==> src/rtl/mlu_serial_pkg.sv <==
// mlu_serial common package: MLU op encodings and sequencer states.
// Shared by the slice, the interface and the top.
package mlu_serial_pkg;

  typedef enum logic [2:0] {
    MLU_ADD  = 3'd0,
    MLU_SUB  = 3'd1,
    MLU_AND  = 3'd2,
    MLU_OR   = 3'd3,
    MLU_XOR  = 3'd4,
    MLU_NOT  = 3'd5,
    MLU_ANOT = 3'd6,
    MLU_NOP1 = 3'd7
  } mlu_op_e;

  typedef enum logic [1:0] {
    IDLE = 2'd0,
    RUN  = 2'd1,
    FIN  = 2'd2
  } mlu_state_e;

  function automatic logic is_arith(mlu_op_e op);
    return (op == MLU_ADD) || (op == MLU_SUB);
  endfunction

endpackage

==> src/rtl/mlu_serial_if.sv <==
// mlu_serial request/result bundle.
// master drives the request, slave is the serial MLU.
interface mlu_serial_if #(
  parameter int WIDTH = 32
);
  import mlu_serial_pkg::*;

  logic             START;
  logic [WIDTH-1:0] A;
  logic [WIDTH-1:0] B;
  mlu_op_e          OP;
  logic             C_IN;
  logic             READY;
  logic             DONE;
  logic [WIDTH-1:0] OUT;
  logic             Z;
  logic             C;
  logic             N;
  logic             V;

  modport master (
    output START, A, B, OP, C_IN,
    input  READY, DONE, OUT, Z, C, N, V
  );

  modport slave (
    input  START, A, B, OP, C_IN,
    output READY, DONE, OUT, Z, C, N, V
  );

endinterface

==> src/rtl/mlu_serial_slice.sv <==
// mlu_serial_slice: one combinational SLICE_W-bit MLU slice.
// Carry outputs are zero for logic ops so the ripple register clears.
module mlu_serial_slice
  import mlu_serial_pkg::*;
#(
  parameter int SLICE_W = 4
) (
  input  logic [SLICE_W-1:0] a_i,
  input  logic [SLICE_W-1:0] b_i,
  input  mlu_op_e            op_i,
  input  logic               cin_i,
  output logic [SLICE_W-1:0] y_o,
  output logic               cout_o,
  output logic               cmsb_o,
  output logic               zero_o
);

  logic               arith;
  logic [SLICE_W-1:0] bx;
  logic [SLICE_W:0]   sum;

  always_comb begin
    arith = is_arith(op_i);
    bx    = (op_i == MLU_SUB) ? ~b_i : b_i;
    sum   = {1'b0, a_i} + {1'b0, bx}
          + {{SLICE_W{1'b0}}, cin_i};
    y_o   = '0;
    unique case (op_i)
      MLU_ADD,
      MLU_SUB:  y_o = sum[SLICE_W-1:0];
      MLU_AND:  y_o = a_i & b_i;
      MLU_OR:   y_o = a_i | b_i;
      MLU_XOR:  y_o = a_i ^ b_i;
      MLU_NOT:  y_o = ~a_i;
      MLU_ANOT: y_o = a_i & ~b_i;
      MLU_NOP1: y_o = '0;
      default:  y_o = '0;
    endcase
    cout_o = arith & sum[SLICE_W];
    // carry into MSB recovered from the MSB sum bit
    cmsb_o = arith & (sum[SLICE_W-1]
           ^ a_i[SLICE_W-1] ^ bx[SLICE_W-1]);
    zero_o = (y_o == '0);
  end

endmodule

==> src/rtl/mlu_serial.sv <==
// mlu_serial: slice-serial MLU, LSB slice first, start/done handshake.
// Optional signed overflow flag V: define MLU_OVERFLOW_EN.
module mlu_serial
  import mlu_serial_pkg::*;
#(
  parameter int WIDTH   = 32,
  parameter int SLICE_W = 4
) (
  input logic          CLK,
  input logic          N_RST,
  mlu_serial_if.slave  bus
);

  localparam int NSLICE = WIDTH / SLICE_W;
  localparam int CW     = (NSLICE > 1) ? $clog2(NSLICE) : 1;

  mlu_state_e       state_q, state_d;
  logic [WIDTH-1:0] a_q, a_d;
  logic [WIDTH-1:0] b_q, b_d;
  mlu_op_e          op_q, op_d;
  logic             cin_q, cin_d;
  logic             cy_q, cy_d;
  logic [CW-1:0]    idx_q, idx_d;
  logic [WIDTH-1:0] out_q, out_d;
  logic             z_q, z_d;
  logic             c_q, c_d;

  logic [SLICE_W-1:0] s_a, s_b, s_y;
  logic               s_cout, s_cmsb, s_zero;
  logic               last;

  assign last = (idx_q == CW'(NSLICE - 1));
  assign s_a  = a_q[int'(idx_q)*SLICE_W +: SLICE_W];
  assign s_b  = b_q[int'(idx_q)*SLICE_W +: SLICE_W];

  mlu_serial_slice #(
    .SLICE_W (SLICE_W)
  ) u_slice (
    .a_i    (s_a),
    .b_i    (s_b),
    .op_i   (op_q),
    .cin_i  (cy_q),
    .y_o    (s_y),
    .cout_o (s_cout),
    .cmsb_o (s_cmsb),
    .zero_o (s_zero)
  );

  always_comb begin
    state_d = state_q;
    unique case (state_q)
      IDLE:    if (bus.START) state_d = RUN;
      RUN:     if (last) state_d = FIN;
      FIN:     state_d = IDLE;
      default: state_d = IDLE;
    endcase
  end

  always_comb begin
    a_d   = a_q;
    b_d   = b_q;
    op_d  = op_q;
    cin_d = cin_q;
    cy_d  = cy_q;
    idx_d = idx_q;
    out_d = out_q;
    z_d   = z_q;
    c_d   = c_q;
    unique case (state_q)
      IDLE: begin
        if (bus.START) begin
          a_d   = bus.A;
          b_d   = bus.B;
          op_d  = bus.OP;
          cin_d = bus.C_IN;
          cy_d  = bus.C_IN;
          idx_d = '0;
          out_d = '0;
          z_d   = 1'b1;
        end
      end
      RUN: begin
        out_d[int'(idx_q)*SLICE_W +: SLICE_W] = s_y;
        cy_d  = s_cout;
        z_d   = z_q & s_zero;
        idx_d = idx_q + CW'(1);
        if (last) c_d = s_cout;
      end
      default: ;
    endcase
  end

  always_ff @(posedge CLK or negedge N_RST) begin
    if (!N_RST) begin
      state_q <= IDLE;
      a_q     <= '0;
      b_q     <= '0;
      op_q    <= MLU_NOP1;
      cin_q   <= 1'b0;
      cy_q    <= 1'b0;
      idx_q   <= '0;
      out_q   <= '0;
      z_q     <= 1'b1;
      c_q     <= 1'b0;
    end else begin
      state_q <= state_d;
      a_q     <= a_d;
      b_q     <= b_d;
      op_q    <= op_d;
      cin_q   <= cin_d;
      cy_q    <= cy_d;
      idx_q   <= idx_d;
      out_q   <= out_d;
      z_q     <= z_d;
      c_q     <= c_d;
    end
  end

  assign bus.READY = (state_q == IDLE);
  assign bus.DONE  = (state_q == FIN);
  assign bus.OUT   = out_q;
  assign bus.Z     = z_q;
  assign bus.C     = c_q;
  assign bus.N     = out_q[WIDTH-1];

`ifdef MLU_OVERFLOW_EN
  logic v_q, v_d;

  always_comb begin
    v_d = v_q;
    if (state_q == IDLE && bus.START) v_d = 1'b0;
    if (state_q == RUN && last) v_d = s_cmsb ^ s_cout;
  end

  always_ff @(posedge CLK or negedge N_RST) begin
    if (!N_RST) v_q <= 1'b0;
    else        v_q <= v_d;
  end

  assign bus.V = v_q;
`else
  logic unused_cmsb;
  assign unused_cmsb = s_cmsb;
  assign bus.V = 1'b0;
`endif

`ifndef SYNTHESIS
  function automatic logic [WIDTH-1:0] mlu_ref(
    input mlu_op_e          op,
    input logic [WIDTH-1:0] a,
    input logic [WIDTH-1:0] b,
    input logic             ci
  );
    logic [WIDTH-1:0] r;
    r = '0;
    unique case (op)
      MLU_ADD:  r = a + b + WIDTH'(ci);
      MLU_SUB:  r = a + ~b + WIDTH'(ci);
      MLU_AND:  r = a & b;
      MLU_OR:   r = a | b;
      MLU_XOR:  r = a ^ b;
      MLU_NOT:  r = ~a;
      MLU_ANOT: r = a & ~b;
      MLU_NOP1: r = '0;
      default:  r = '0;
    endcase
    return r;
  endfunction

  a_fin_result: assert property (
    @(posedge CLK) disable iff (!N_RST)
    (state_q == FIN) |->
      (out_q == mlu_ref(op_q, a_q, b_q, cin_q))
      && (z_q == (out_q == '0))
  );

  a_sub_cin: assert property (
    @(posedge CLK) disable iff (!N_RST)
    (state_q == IDLE && bus.START && bus.OP == MLU_SUB)
      |-> bus.C_IN
  );
`endif

endmodule

==> src/flat_wrapper.sv <==
// flat-port wrapper written by rule: the top's interface ports become plain ports
module mlu_serial_flat import mlu_serial_pkg::*;
#(
  parameter int WIDTH   = 32,
  parameter int SLICE_W = 4
)
  (CLK, N_RST, bus_START, bus_A, bus_B, bus_OP, bus_C_IN, bus_READY, bus_DONE, bus_OUT, bus_Z, bus_C, bus_N, bus_V);
  mlu_serial_if #(.WIDTH(WIDTH)) bus_i ();
  input logic CLK;
  input logic N_RST;
  input wire logic [$bits(bus_i.START)-1:0] bus_START;
  input wire logic [$bits(bus_i.A)-1:0] bus_A;
  input wire logic [$bits(bus_i.B)-1:0] bus_B;
  input wire logic [$bits(bus_i.OP)-1:0] bus_OP;
  input wire logic [$bits(bus_i.C_IN)-1:0] bus_C_IN;
  output wire logic [$bits(bus_i.READY)-1:0] bus_READY;
  output wire logic [$bits(bus_i.DONE)-1:0] bus_DONE;
  output wire logic [$bits(bus_i.OUT)-1:0] bus_OUT;
  output wire logic [$bits(bus_i.Z)-1:0] bus_Z;
  output wire logic [$bits(bus_i.C)-1:0] bus_C;
  output wire logic [$bits(bus_i.N)-1:0] bus_N;
  output wire logic [$bits(bus_i.V)-1:0] bus_V;
  assign bus_i.START = bus_START;
  assign bus_i.A = bus_A;
  assign bus_i.B = bus_B;
  assign bus_i.OP = bus_OP;
  assign bus_i.C_IN = bus_C_IN;
  assign bus_READY = bus_i.READY;
  assign bus_DONE = bus_i.DONE;
  assign bus_OUT = bus_i.OUT;
  assign bus_Z = bus_i.Z;
  assign bus_C = bus_i.C;
  assign bus_N = bus_i.N;
  assign bus_V = bus_i.V;
  mlu_serial #(.WIDTH(WIDTH), .SLICE_W(SLICE_W)) u_core (.CLK(CLK), .N_RST(N_RST), .bus(bus_i));
endmodule
==> config.mk <==
export PLATFORM = sky130hd
export DESIGN_NAME = mlu_serial_flat
export DESIGN_NICKNAME = d
export VERILOG_FILES = /design/src/rtl/mlu_serial_pkg.sv /design/src/rtl/mlu_serial_if.sv /design/src/rtl/mlu_serial_slice.sv /design/src/rtl/mlu_serial.sv /design/src/flat_wrapper.sv
export SDC_FILE = /design/constraint.sdc
export NUM_CORES = 1
export LEC_CHECK = 0
export BUFFER_PORTS_ARGS = -buffer_cell sky130_fd_sc_hd__buf_2
export CORE_MARGIN = 5
export CORE_UTILIZATION = 55
export CTS_BUF_LIST = sky130_fd_sc_hd__clkbuf_16
export CTS_CLUSTER_DIAMETER = 40
export DETAILED_ROUTE_END_ITERATION = 7
export PLACE_DENSITY = 0.9
export SYNTH_ARGS = -nofsm -noshare
export SYNTH_HDL_FRONTEND = slang
export SYNTH_SLANG_ARGS = --single-unit
==> constraint.sdc <==
create_clock -name CLK -period 3.92 [get_ports CLK]
set_input_delay 0.588 -clock CLK [delete_from_list [all_inputs] [get_ports CLK]]
set_output_delay 0.588 -clock CLK [all_outputs]
set_load 0.005 [all_outputs]
# Yosys cells after proc, flatten, opt, wreduce, memory -nomap -nowiden
# Cells that the tools add are included.
# word_totals
ff_bits	107
input_bits	71
out_inout_bits	38
wordCells	61
# classes
add_sub_neg	4
eq_ne	12
n_shift	4
muxes	14
bitwise	8
n_reduce_logical	10
# ops
operator	n
case mux 32 bit (2 select lines)	1
variable part select 32 x 6 -> 4 bit	2
negator 5 -> 33 bit	1
variable shift 4 x 33 -> 32 bit, first input constant	1
variable part select 4 x 33 -> 32 bit	1
bitwise mux 32 bit	1
2-to-1 mux 32 bit	1
case mux 4 bit (7 select lines)	1
equality test 3 bit, second input constant	5
AND 4 bit	2
NOT 4 bit	2
AND reduction 2 bit	4
equality test 3 x 2 -> 1 bit, second input constant	2
case mux 3 bit (2 select lines)	1
adder 4 x 4 -> 5 bit	1
adder 5 x 1 -> 5 bit	1
logical NOT 4 bit	1
2-to-1 mux 2 bit	2
2-to-1 mux 4 bit	1
OR 4 bit	1
case mux 1 bit (2 select lines)	2
case mux 2 bit (2 select lines)	1
XOR 4 bit	1
adder 3 x 1 -> 3 bit, second input constant	1
13 further kinds	15

# Depth between registers and ports, before layout
# Gate-level depths: netlist of the first run.
# depth
word_depth	9
ltp_mapped	14
mapped_depth_nobuf	12

# By module
# A second synthesis of the first run with hierarchy kept.
# unflattened
cells_unflattened	563
hier_area_um2	5421.4
# by_module_without_submodules
mod	n_inst	cells_per_inst	area_per_inst_um2	seq_area_each_um2
mlu_serial	1	484	4810.9	2682.6
mlu_serial_slice	1	79	610.6	0.0

# Least setup slack after synthesis of the first run
# Ideal clock, no wire load.
# synth_path
kind	reg-to-reg
startpoint	register u_core.idx_q[0]
endpoint	register u_core.z_q, in the netlist u_core.bus.Z
setup_ns	0.063
arrival_ns	3.229
t_required_ns	3.857
setup_slack_ns	0.628
path_stages_with_launch	13
n_path_buf	0
synth_period_minus_slack_ns	3.292
cell_sequence	dfrtp_1 > mux4_1 > mux2i_4 > xor2_2 > xor2_1 > ha_1 > o21bai_1 > fa_1 > or2_2 > a21oi_1 > o32ai_2 > o31ai_1 > o221a_1
# synth_between
elab_chain_cells	9
elab_cells_between_ends	15
classes_between	add/sub: 2; shift: 2; mux: 3; bitwise: 7; reduce/logical: 1
# synth_rtl
element	line_no	source
start, declared	mlu_serial.sv:23	logic [CW-1:0] idx_q, idx_d;
start signal, assigned	mlu_serial.sv:112	idx_q <= idx_d;
variable part select 32 x 6 -> 4 bit	mlu_serial.sv:34	assign s_b = b_q[int'(idx_q)*SLICE_W +: SLICE_W];
NOT 4 bit	mlu_serial_slice.sv:24, mlu_serial_slice.sv:35	
2-to-1 mux 4 bit	mlu_serial_slice.sv:24	bx = (op_i == MLU_SUB) ? ~b_i : b_i;
adder 4 x 4 -> 5 bit	mlu_serial_slice.sv:25	sum = {1'b0, a_i} + {1'b0, bx}
adder 5 x 1 -> 5 bit	mlu_serial_slice.sv:26	+ {{SLICE_W{1'b0}}, cin_i};
case mux 4 bit (7 select lines) *	mlu_serial_slice.sv:28	unique case (op_i)
logical NOT 4 bit *	mlu_serial_slice.sv:43	zero_o = (y_o == '0);
AND 1 bit *	mlu_serial.sv:85	z_d = z_q & s_zero;
case mux 1 bit (2 select lines) *	mlu_serial.sv:69	unique case (state_q)
end signal, assigned	mlu_serial.sv:114	z_q <= z_d;
end, declared	mlu_serial.sv:25	logic z_q, z_d;
# Mark *: on every way between the ends. The rest lies on a longest branch, timed or not.
# A chain may end at the register's enable or synchronous reset.

# Final worst setup path of the first run
# Ends and elaborated chain as after synthesis.

==> summary.txt, run 1 <==
Worst setup path
  – Crit. End Element: register
  – Crit path kind: reg -> reg
  – Critical Path AT: 3900 ps
  – Required @ worst endpoint: 4200 ps
  – Flop2flop setup slack: 300 ps
  – Startpoint Class: register
  – CP max FO: 7

Synth
  – Yosys cell types: 49
  – Synth Area in Simple Gates: 0.2231
  – Avg Inst Size Synth: 9.565 sq um
  – Ys flop type: dfrtp_1
  – Main combinational cell family by area after synthesis: simple AND/OR/NAND/NOR gates
  – Xor/xnor share of the synthesized area: 0.01831
  – Complex-gate fraction of the synthesized area: 0.07637
  – Syn_nets: 627
  – Post-synth EDFFs: 0
  – #FFs+latches synth: 107
  – Yosys warns: 0
  – Async SR Flop Fraction: 1.000
  – Post-Synthesis Cells: 543
  – Sequential element share of the synthesized area: 0.5165
  – Post-synthesis mux area share: 0.1002
  – Synth area leader: dfrtp_1
  – Most numerous cell in the Yosys netlist: nand2_1
  – Top cells by count, synth: nand2_1, dfrtp_1, o21ai_0
  – Synthesized area: 5194 sq um
  – Synth top area share: 0.4963
  – Post-synthesis adder-cell area fraction: 0.03276
  – Top post-synthesis cells by area: dfrtp_1, nand2_1, mux4_2, ha_1, o21ai_0

Floorplanning
  – Die area: 11490 sq um
  – IO Count: 109
  – Initial core utilization: 0.5621
  – Core footprint: 9240 sq um
  – FP Rows: 35
  – Die X: 107.2 um
  – Die Y: 107.2 um

Run status
  – Status: complete, no violations

CTS
  – Post-CTS setup buffers: 0
  – Worst skew pair latency: 340 ps
  – TritonCTS Buffers: 9
  – Hold Buf Count CTS: 0
  – Clk sinks: 107
  – CTS tree: built
  – Max clock buf depth: 2
  – Clock slew at reported path FFs: 70 ps
  – PostCTS Resize Cnt: 0
  – Clock Tree Root: clkbuf_16
  – H-tree depth: 3

Placed design
  – Global placement routability congestion: 0.9268
  – Detailed Place HPWL: 9054 um
  – Port bufs: 107

Power and ir drop
  – Sequential Power Share: 0.312
  – Switching Share: 0.4429
  – Clock share of power: 0.141
  – Max rail drop VDD: 481.8 uV
  – PwrDens: 975.4 nW/um^2
  – Tot Pwr: 5.979 mW
  – Static Leak: 3.185 nW
  – Comb power frac: 0.546
  – NetSw: 2.648 mW
  – Int Power: 3.331 mW

Global routing
  – Initial antenna violation count: 0
  – Gr ovfl total: 0
  – GRT Overall Usage: 0.2293
  – Largest net degree at the start of global routing: 86
  – Vias in the first global route: 4411
  – First-pass GRT wire length: 20940 um

STA
  – Achievable Freq: 276.1 MHz
  – Slew Limit Headroom: 0.3013
  – RSZ-0062 raised after global routing: no
  – Tcrit/Tclk final: 0.9240
  – Final-report setup violation count: 0
  – Fin Setup TNS: 0 ps
  – Slew Viols, Final: 0
  – Worst-Margin Slew: 1048 ps
  – Final worst path period need: 3622 ps
  – Final hold viol count: 0
  – Worst Skew: 11.25 ps

Detailed routing
  – Via density: 5.442
  – Via count: 4234
  – DRT antenna net count: 0
  – Routed wire length: 12670 um
  – Routed length per instance: 16.28 um
  – DRC viols: 0
  – Detailed-router iteration count before antenna repair: 5
  – Initial drt markers: 304

Layout
  – Layout cell share with drive strength beyond 1: 0.2542
  – Final net count: 728
  – Area added between synthesis and finish: 18.02%
  – Fill count: 712
  – # diodes: 0

Min path
  – Worst min-delay path category: in -> reg

Flow run
  – Max-cap viol count: 0
==> state kept, by name, summed over array words and instances (netlist names) <==
signal	count
u_core.a_q	32
u_core.b_q	32
u_core.bus.OUT	32
u_core.idx_q	3
u_core.op_q	3
u_core.state_q	2
u_core.bus.C	1
u_core.bus.Z	1
u_core.cy_q	1
==> cells by family (layout without fill, tap and decap cells) <==
family,count (synthesis),after routing
AOI/OAI and AO/OA,56,56
muxes,27,27
other,1,1
and+or+nand+nor,290,290
buffers and inverters,39,145
adders and majority gates,13,13
xor gates and xnor gates,10,10
DFF,107,107
==> final cells by class <==
type,count,area (sq um),area share
clock buffer,9,225.2,0.03674
clock inverter,7,53.80,0.008777
inverter,12,45.04,0.007348
multi-input combinational,397,2349,0.3831
sequential,107,2683,0.4376
tap,129,161.4,0.02633
timing repair buffer,117,613.1,0.1000
==> cells in the final DEF (no fill, tap or decap), types with 3 or more instances in the layout <==
cell	netlist	routed
a21oi_1	3	3
a222oi_1	4	4
and2_1	4	3
buf_2	4	106
buf_4	2	11
clkbuf_16	0	9
clkinv_1	3	4
clkinv_4	0	3
dfrtp_1	103	103
dfstp_2	4	4
ha_1	12	12
inv_1	9	10
mux2i_1	6	6
mux2i_4	3	3
mux4_2	14	14
nand2_1	240	239
nand3_1	20	20
nor2_1	13	13
o21ai_0	26	26
o21ai_1	8	8
o31ai_1	3	3
o32ai_2	3	3
xnor2_1	7	7
==> power by group through the flow <==
stage | registers [mW] | clock network (mW) | logic, mW
4_1_cts | 1.86 | 0.849 | 3.25
3_3_place_gp | 1.85 | 0 | 3.09
2_1_floorplan | 1.79 | 0 | 2.38
3_5_place_dp | 1.88 | 0 | 3.18
6_report | 1.87 | 0.845 | 3.27
5_1_grt | 1.92 | 0.902 | 3.60
==> worst paths after layout <==
path	start	end	cells past startpoint
max	u_core.idx_q[0]	u_core.bus.Z	12
min	bus_B[6]	u_core.b_q[6]	3
max reg2reg	u_core.idx_q[0]	u_core.bus.Z	12
min reg2reg	u_core.b_q[26]	u_core.b_q[26]	2
max in group asynchronous	N_RST	u_core.b_q[9]	2
min in group asynchronous	N_RST	u_core.bus.OUT[4]	1
==> critical path: stages, from the launching register on <==
cell and delay [ps]:
dfrtp_1 430, mux4_1 630, mux2i_4 240, xor2_2 280
xor2_1 110, ha_1 210, o21bai_1 170, fa_1 380
or2_2 310, a21oi_1 170, o32ai_2 170, o31ai_1 270
o221a_1 200
==> per-stage QoR <==
stage	utilization	cells	cell area, sq um	hold slack [ps]	worst slack (ps)
global route	0.6634	778	6130	435.0	126.2
detailed placement	0.6332	762	5851	459.6	361.0
CTS	0.6634	778	6130	429.9	310.8
floorplan	-	543	5194	292.4	627.9
finish	0.6634	778	6130	429.9	297.9
global placement	0.6332	762	5851	454.4	479.9
==> layer usage <==
metal | part of all wire | track usage | up-vias
met2 | 0.51 | 0.3852 | 169
met5 | 0 | 0 | -
met4 | 0.015 | 0.06758 | 0
met3 | 0.063 | 0.03974 | 17
li1 | - | - | 1998
met1 | 0.41 | 0.3069 | 2050
No activity file was read; power rests on OpenSTA's default activity.
==> run 2, diff against run 1 <==
--- a/config.mk
+++ b/config.mk
@@ -5,7 +5,7 @@
 export SDC_FILE = /design/constraint.sdc
 export NUM_CORES = 1
 export LEC_CHECK = 0
-export BUFFER_PORTS_ARGS = -buffer_cell sky130_fd_sc_hd__buf_2
+export BUFFER_PORTS_ARGS = -buffer_cell sky130_fd_sc_hd__buf_4
 export CORE_MARGIN = 5
 export CORE_UTILIZATION = 55
 export CTS_BUF_LIST = sky130_fd_sc_hd__clkbuf_16
==> summary.txt, run 2 (same netlist as run 1, synthesis figures left out) <==
CTS
  – Hold Buf Count CTS: 0
  – Worst skew pair latency: 350 ps
  – CTS tree: built
  – PostCTS Resize Cnt: 0
  – Post-CTS setup buffers: 0
  – H-tree depth: 3
  – Clock slew at reported path FFs: 70 ps
  – Clk sinks: 107
  – Max clock buf depth: 2
  – TritonCTS Buffers: 9
  – Clock Tree Root: clkbuf_16

Floorplanning
  – Die area: 11490 sq um
  – FP Rows: 35
  – IO Count: 109
  – Core footprint: 9240 sq um
  – Initial core utilization: 0.5621
  – Die X: 107.2 um
  – Die Y: 107.2 um

STA
  – Slew Limit Headroom: 0.5045
  – Fin Setup TNS: 0 ps
  – Final-report setup violation count: 0
  – Tcrit/Tclk final: 0.9517
  – RSZ-0062 raised after global routing: no
  – Slew Viols, Final: 0
  – Post-route worst setup slack: 189.2 ps
  – Worst Skew: 7.703 ps
  – Worst-Margin Slew: 737.6 ps
  – Final worst path period need: 3731 ps
  – Final hold viol count: 0
  – Achievable Freq: 268.0 MHz

Worst setup path
  – Reg2Reg Depth: 12
  – Critical Path AT: 4020 ps
  – Startpoint Class: register
  – Crit. End Element: register
  – Required @ worst endpoint: 4210 ps
  – Reg-to-Reg End: u_core.bus.Z
  – Crit path kind: reg -> reg
  – Flop2flop setup slack: 190 ps
  – Worst r2r src: u_core.idx_q[0]
  – CP max FO: 12

Placed design
  – Global placement routability congestion: 0.9236
  – Post-place setup slack: 254.1 ps
  – Port bufs: 107
  – Detailed Place HPWL: 9299 um
  – DP Area: 6116 sq um

Layout
  – Post-Layout Inst Area: 6394 sq um
  – Multi-input logic area: 2349 sq um
  – FF/Latch Area: 2683 sq um
  – Layout cell share with drive strength beyond 1: 0.2542
  – Area added between synthesis and finish: 23.10%
  – Most frequent cells in the layout: nand2_1, buf_4, dfrtp_1, o21ai_0, nand3_1
  – Fill count: 663
  – Leading cell type in the layout, fill and taps excluded: nand2_1
  – Final net count: 728
  – # diodes: 0

Min path
  – Worst min-delay path category: in -> async

Global routing
  – GRT Overall Usage: 0.2407
  – Vias in the first global route: 4375
  – Largest net degree at the start of global routing: 55
  – Gr ovfl total: 0
  – Initial antenna violation count: 0
  – First-pass GRT wire length: 21840 um

Run status
  – Status: complete, no violations

Power and ir drop
  – Max rail drop VDD: 486.6 uV
  – Static Leak: 3.239 nW
  – PwrDens: 939.8 nW/um^2

Detailed routing
  – Initial drt markers: 306
  – Routed length per instance: 16.64 um
  – Routed wire length: 12950 um
  – Via density: 5.490
  – DRC viols: 0
  – Via count: 4271
  – DRT antenna net count: 0
  – Detailed-router iteration count before antenna repair: 5

Flow run
  – Max-cap viol count: 0
run 2: changes by cell type in the layout (fill, tap and decap cells not counted):
cell / before / now
clkinv_1: 4 / 5
clkinv_4: 3 / 2
buf_2: 106 / 0
clkinvlp_4: 0 / 1
inv_1: 10 / 9
buf_4: 11 / 117
run 2: per-stage QoR:
stage	instances	hold WS [ps]	power, mW	utilization
after CTS	778	311.1	5.999	0.6919
after global routing	778	352.6	6.491	0.6919
final	778	287.4	6.009	0.6919
after detailed placement	762	462.3	5.111	0.6619
after floorplan	543	292.4	4.163	-
after global placement	762	453.1	4.974	0.6619
run 2: final cells by class:
class / instances / area share
well taps: 129 / 0.02524
repair buffers: 117 / 0.1374
clock buffers: 9 / 0.03523
flip-flops and latches: 107 / 0.4196
multi-input cells: 397 / 0.3673
clock inverters: 7 / 0.008219
inverters: 12 / 0.007045
run 2: critical path, cell delays in order (launching register included):
cell,delay (ps)
dfrtp_1,520
buf_4,270
mux4_2,550
mux2i_4,290
xor2_1,120
ha_1,200
o21bai_1,170
fa_1,420
or2_2,310
a21oi_1,160
o32ai_2,170
o31ai_1,280
o221a_1,210
run 2: layer usage:
layer | vias to the layer above | share of wire | track usage
li1 | 2005 | - | -
met1 | 2059 | 0.42 | 0.3341
met2 | 184 | 0.49 | 0.3816
met3 | 23 | 0.071 | 0.04636
met4 | 0 | 0.020 | 0.08219
met5 | - | 0 | 0
run 2: power breakdown:
group          internal [mW]  switching, mW
combinational           1.37           1.90
sequential              1.58          0.305
clock                  0.436          0.417
run 2: worst max path at each step:
stage                                from            to  slack (ps)  cells after the start
after floorplan           u_core.idx_q[0]  u_core.bus.Z         630                     12
after detailed placement  u_core.idx_q[0]  u_core.bus.Z         250                     12
after CTS                 u_core.idx_q[0]  u_core.bus.Z         190                     12
final                     u_core.idx_q[0]  u_core.bus.Z         190                     12
after global placement    u_core.idx_q[0]  u_core.bus.Z         370                     12
after global routing      u_core.idx_q[0]  u_core.bus.Z          40                     12
==> run 3, diff against run 2 <==
--- a/config.mk
+++ b/config.mk
@@ -5,6 +5,7 @@
 export SDC_FILE = /design/constraint.sdc
 export NUM_CORES = 1
 export LEC_CHECK = 0
+export ABC_AREA = 1
 export BUFFER_PORTS_ARGS = -buffer_cell sky130_fd_sc_hd__buf_4
 export CORE_MARGIN = 5
 export CORE_UTILIZATION = 55
==> constraint.sdc (replaced) <==
create_clock -name CLK -period 3.92 [get_ports CLK]
set_input_delay 0.392 -clock CLK [delete_from_list [all_inputs] [get_ports CLK]]
set_output_delay 0.392 -clock CLK [all_outputs]
set_load 0.005 [all_outputs]
==> summary.txt, run 3 <==
Run status
  – Status: complete, no violations

Floorplanning
  – IO Count: 109
  – FP Rows: 36
  – Initial core utilization: 0.5629
  – Core footprint: 9774 sq um
  – Die area: 12100 sq um
  – Die Y: 110.0 um
  – Die X: 110.0 um

Synth
  – Top post-synthesis cells by area: dfrtp_1, nand2_1, o21ai_0, inv_1, nor2_1
  – Post-synthesis mux area share: 0.002047
  – Xor/xnor share of the synthesized area: 0.004776
  – Synth top area share: 0.4685
  – Ys flop type: dfrtp_1
  – Synthesized area: 5502 sq um
  – Post-synthesis adder-cell area fraction: 0.03093
  – Most numerous cell in the Yosys netlist: nand2_1
  – Yosys warns: 0
  – Syn_nets: 774
  – Yosys cell types: 40
  – Synth area leader: dfrtp_1
  – Synth Area in Simple Gates: 0.2852
  – #FFs+latches synth: 107
  – Post-synth EDFFs: 0
  – Complex-gate fraction of the synthesized area: 0.1103
  – Top cells by count, synth: nand2_1, dfrtp_1, inv_1
  – Avg Inst Size Synth: 7.973 sq um
  – Post-Synthesis Cells: 690
  – Sequential element share of the synthesized area: 0.4876
  – Async SR Flop Fraction: 1.000
  – Main combinational cell family by area after synthesis: simple AND/OR/NAND/NOR gates

CTS
  – Clock Tree Root: clkbuf_16
  – H-tree depth: 3
  – PostCTS Resize Cnt: 0
  – CTS tree: built
  – Max clock buf depth: 2
  – Worst skew pair latency: 350 ps
  – Hold Buf Count CTS: 1
  – Clock slew at reported path FFs: 70 ps
  – Post-CTS setup buffers: 0
  – TritonCTS Buffers: 9
  – Clk sinks: 107

Power and ir drop
  – PwrDens: 949.3 nW/um^2
  – Static Leak: 3.467 nW
  – Max rail drop VDD: 475.0 uV

Global routing
  – Largest net degree at the start of global routing: 62
  – First-pass GRT wire length: 23960 um
  – Vias in the first global route: 4886
  – Gr ovfl total: 0
  – Initial antenna violation count: 0
  – GRT Overall Usage: 0.2553

Layout
  – Utilization after layout: 0.6800
  – Leading cell type in the layout, fill and taps excluded: nand2_1
  – Fill count: 761
  – Layout cell share with drive strength beyond 1: 0.2282
  – Most frequent cells in the layout: nand2_1, buf_4, dfrtp_1, inv_1, nor2_1
  – # diodes: 0
  – Area added between synthesis and finish: 20.81%
  – Final net count: 872

Detailed routing
  – DRT antenna net count: 0
  – Detailed-router iteration count before antenna repair: 7
  – Via count: 4964
  – DRC viols: 0
  – Initial drt markers: 369
  – Routed wire length: 14340 um
  – Routed length per instance: 15.49 um
  – Via density: 5.361

Worst setup path
  – Crit path kind: reg -> reg
  – Startpoint Class: register
  – CP max FO: 13
  – Crit. End Element: register
  – Required @ worst endpoint: 4190 ps
  – Critical Path AT: 3700 ps

STA
  – Slew Limit Headroom: 0.4849
  – Final-report setup violation count: 0
  – Tcrit/Tclk final: 0.8754
  – Worst Skew: 5.112 ps
  – Worst-Margin Slew: 772.6 ps
  – Fin Setup TNS: 0 ps
  – Final worst path period need: 3432 ps
  – Post-route worst setup slack: 488.3 ps
  – RSZ-0062 raised after global routing: no
  – Achievable Freq: 291.4 MHz
  – Final hold viol count: 0
  – Slew Viols, Final: 0

Placed design
  – Detailed Place HPWL: 10570 um
  – Global placement routability congestion: 0.9011
  – Post-place setup slack: 643.2 ps
  – Port bufs: 107

Min path
  – Worst min-delay path category: in -> reg

Flow run
  – Max-cap viol count: 0
run 3: cell count changes in the layout (fill, tap and decap cells not counted), moves of 11 or more:
cell,change
mux4_2,-14
nor2_1,+41
o21ai_0,+20
inv_1,+48
o21ai_1,+19
nand2_1,+11
nand3_1,+11
run 3: cells by family (layout without fill, tap and decap cells):
family / count (synthesis) / in the layout
DFF: 107 / 107
xor gates and xnor gates: 3 / 3
muxes: 1 / 1
buffers and inverters: 94 / 197
other: 1 / 1
AOI/OAI and AO/OA: 102 / 102
and+or+nand+nor: 369 / 369
adders and majority gates: 13 / 13
run 3: final timing paths:
path | start | endpoint | slack, ps | cells past startpoint
setup / recovery | u_core.idx_q[2] | u_core.bus.OUT[14] | 490 | 19
hold / removal | bus_A[31] | u_core.a_q[31] | 230 | 3
setup reg to reg | u_core.idx_q[2] | u_core.bus.OUT[14] | 490 | 19
hold reg to reg | u_core.b_q[1] | u_core.b_q[1] | 490 | 2
max in group asynchronous | N_RST | u_core.bus.OUT[10] | 2600 | 3
min in group asynchronous | N_RST | u_core.a_q[25] | 390 | 2
run 3: layer usage:
layer,up-vias,wire (um),GRT usage
met5,-,0,0
li1,2378,-,-
met3,34,1008,0.05475
met4,0,334,0.08103
met2,195,7122,0.4194
met1,2357,5878,0.3396
run 3: per-stage QoR:
step	power [mW]	cells	hold slack, ps	area [sq um]
floorplan	4.403	690	96.41	5502
global placement	5.151	909	184.7	6344
detailed placement	5.340	909	186.9	6344
CTS	6.268	926	226.8	6646
global route	6.851	926	228.4	6646
finish	6.309	926	231.7	6646
run 3: worst max-delay path: stages, from the launching register on:
cell	delay, ps
dfrtp_1	500
inv_1	430
nand3_1	220
nand2_2	140
nand2_1	90
nand2_1	100
nand2_1	60
nand2_1	60
inv_1	40
ha_1	160
inv_1	60
nand2_2	70
fa_1	390
nand2_1	70
inv_1	50
o21ai_0	410
nand2_4	110
nor2_2	140
nand2_1	100
o21ai_1	150
run 3: where the power goes:
part	leakage (nW)	internal (mW)	switching, mW
Sequential	1.36	1.60	0.337
Clock	0.139	0.493	0.406
Combinational	1.96	1.24	2.23
Total	3.47	3.33	2.98
run 3: cell type report:
| type | instances | area, sq um | share of cell area |
|---|---|---|---|
| sequential | 107 | 2683 | 0.4036 |
| multi-input combinational | 489 | 2387 | 0.3592 |
| clock buffer | 9 | 225.2 | 0.03389 |
| timing repair buffer | 116 | 873.3 | 0.1314 |
| inverter | 65 | 244.0 | 0.03671 |
| clock inverter | 7 | 67.56 | 0.01017 |
| tap | 133 | 166.4 | 0.02504 |
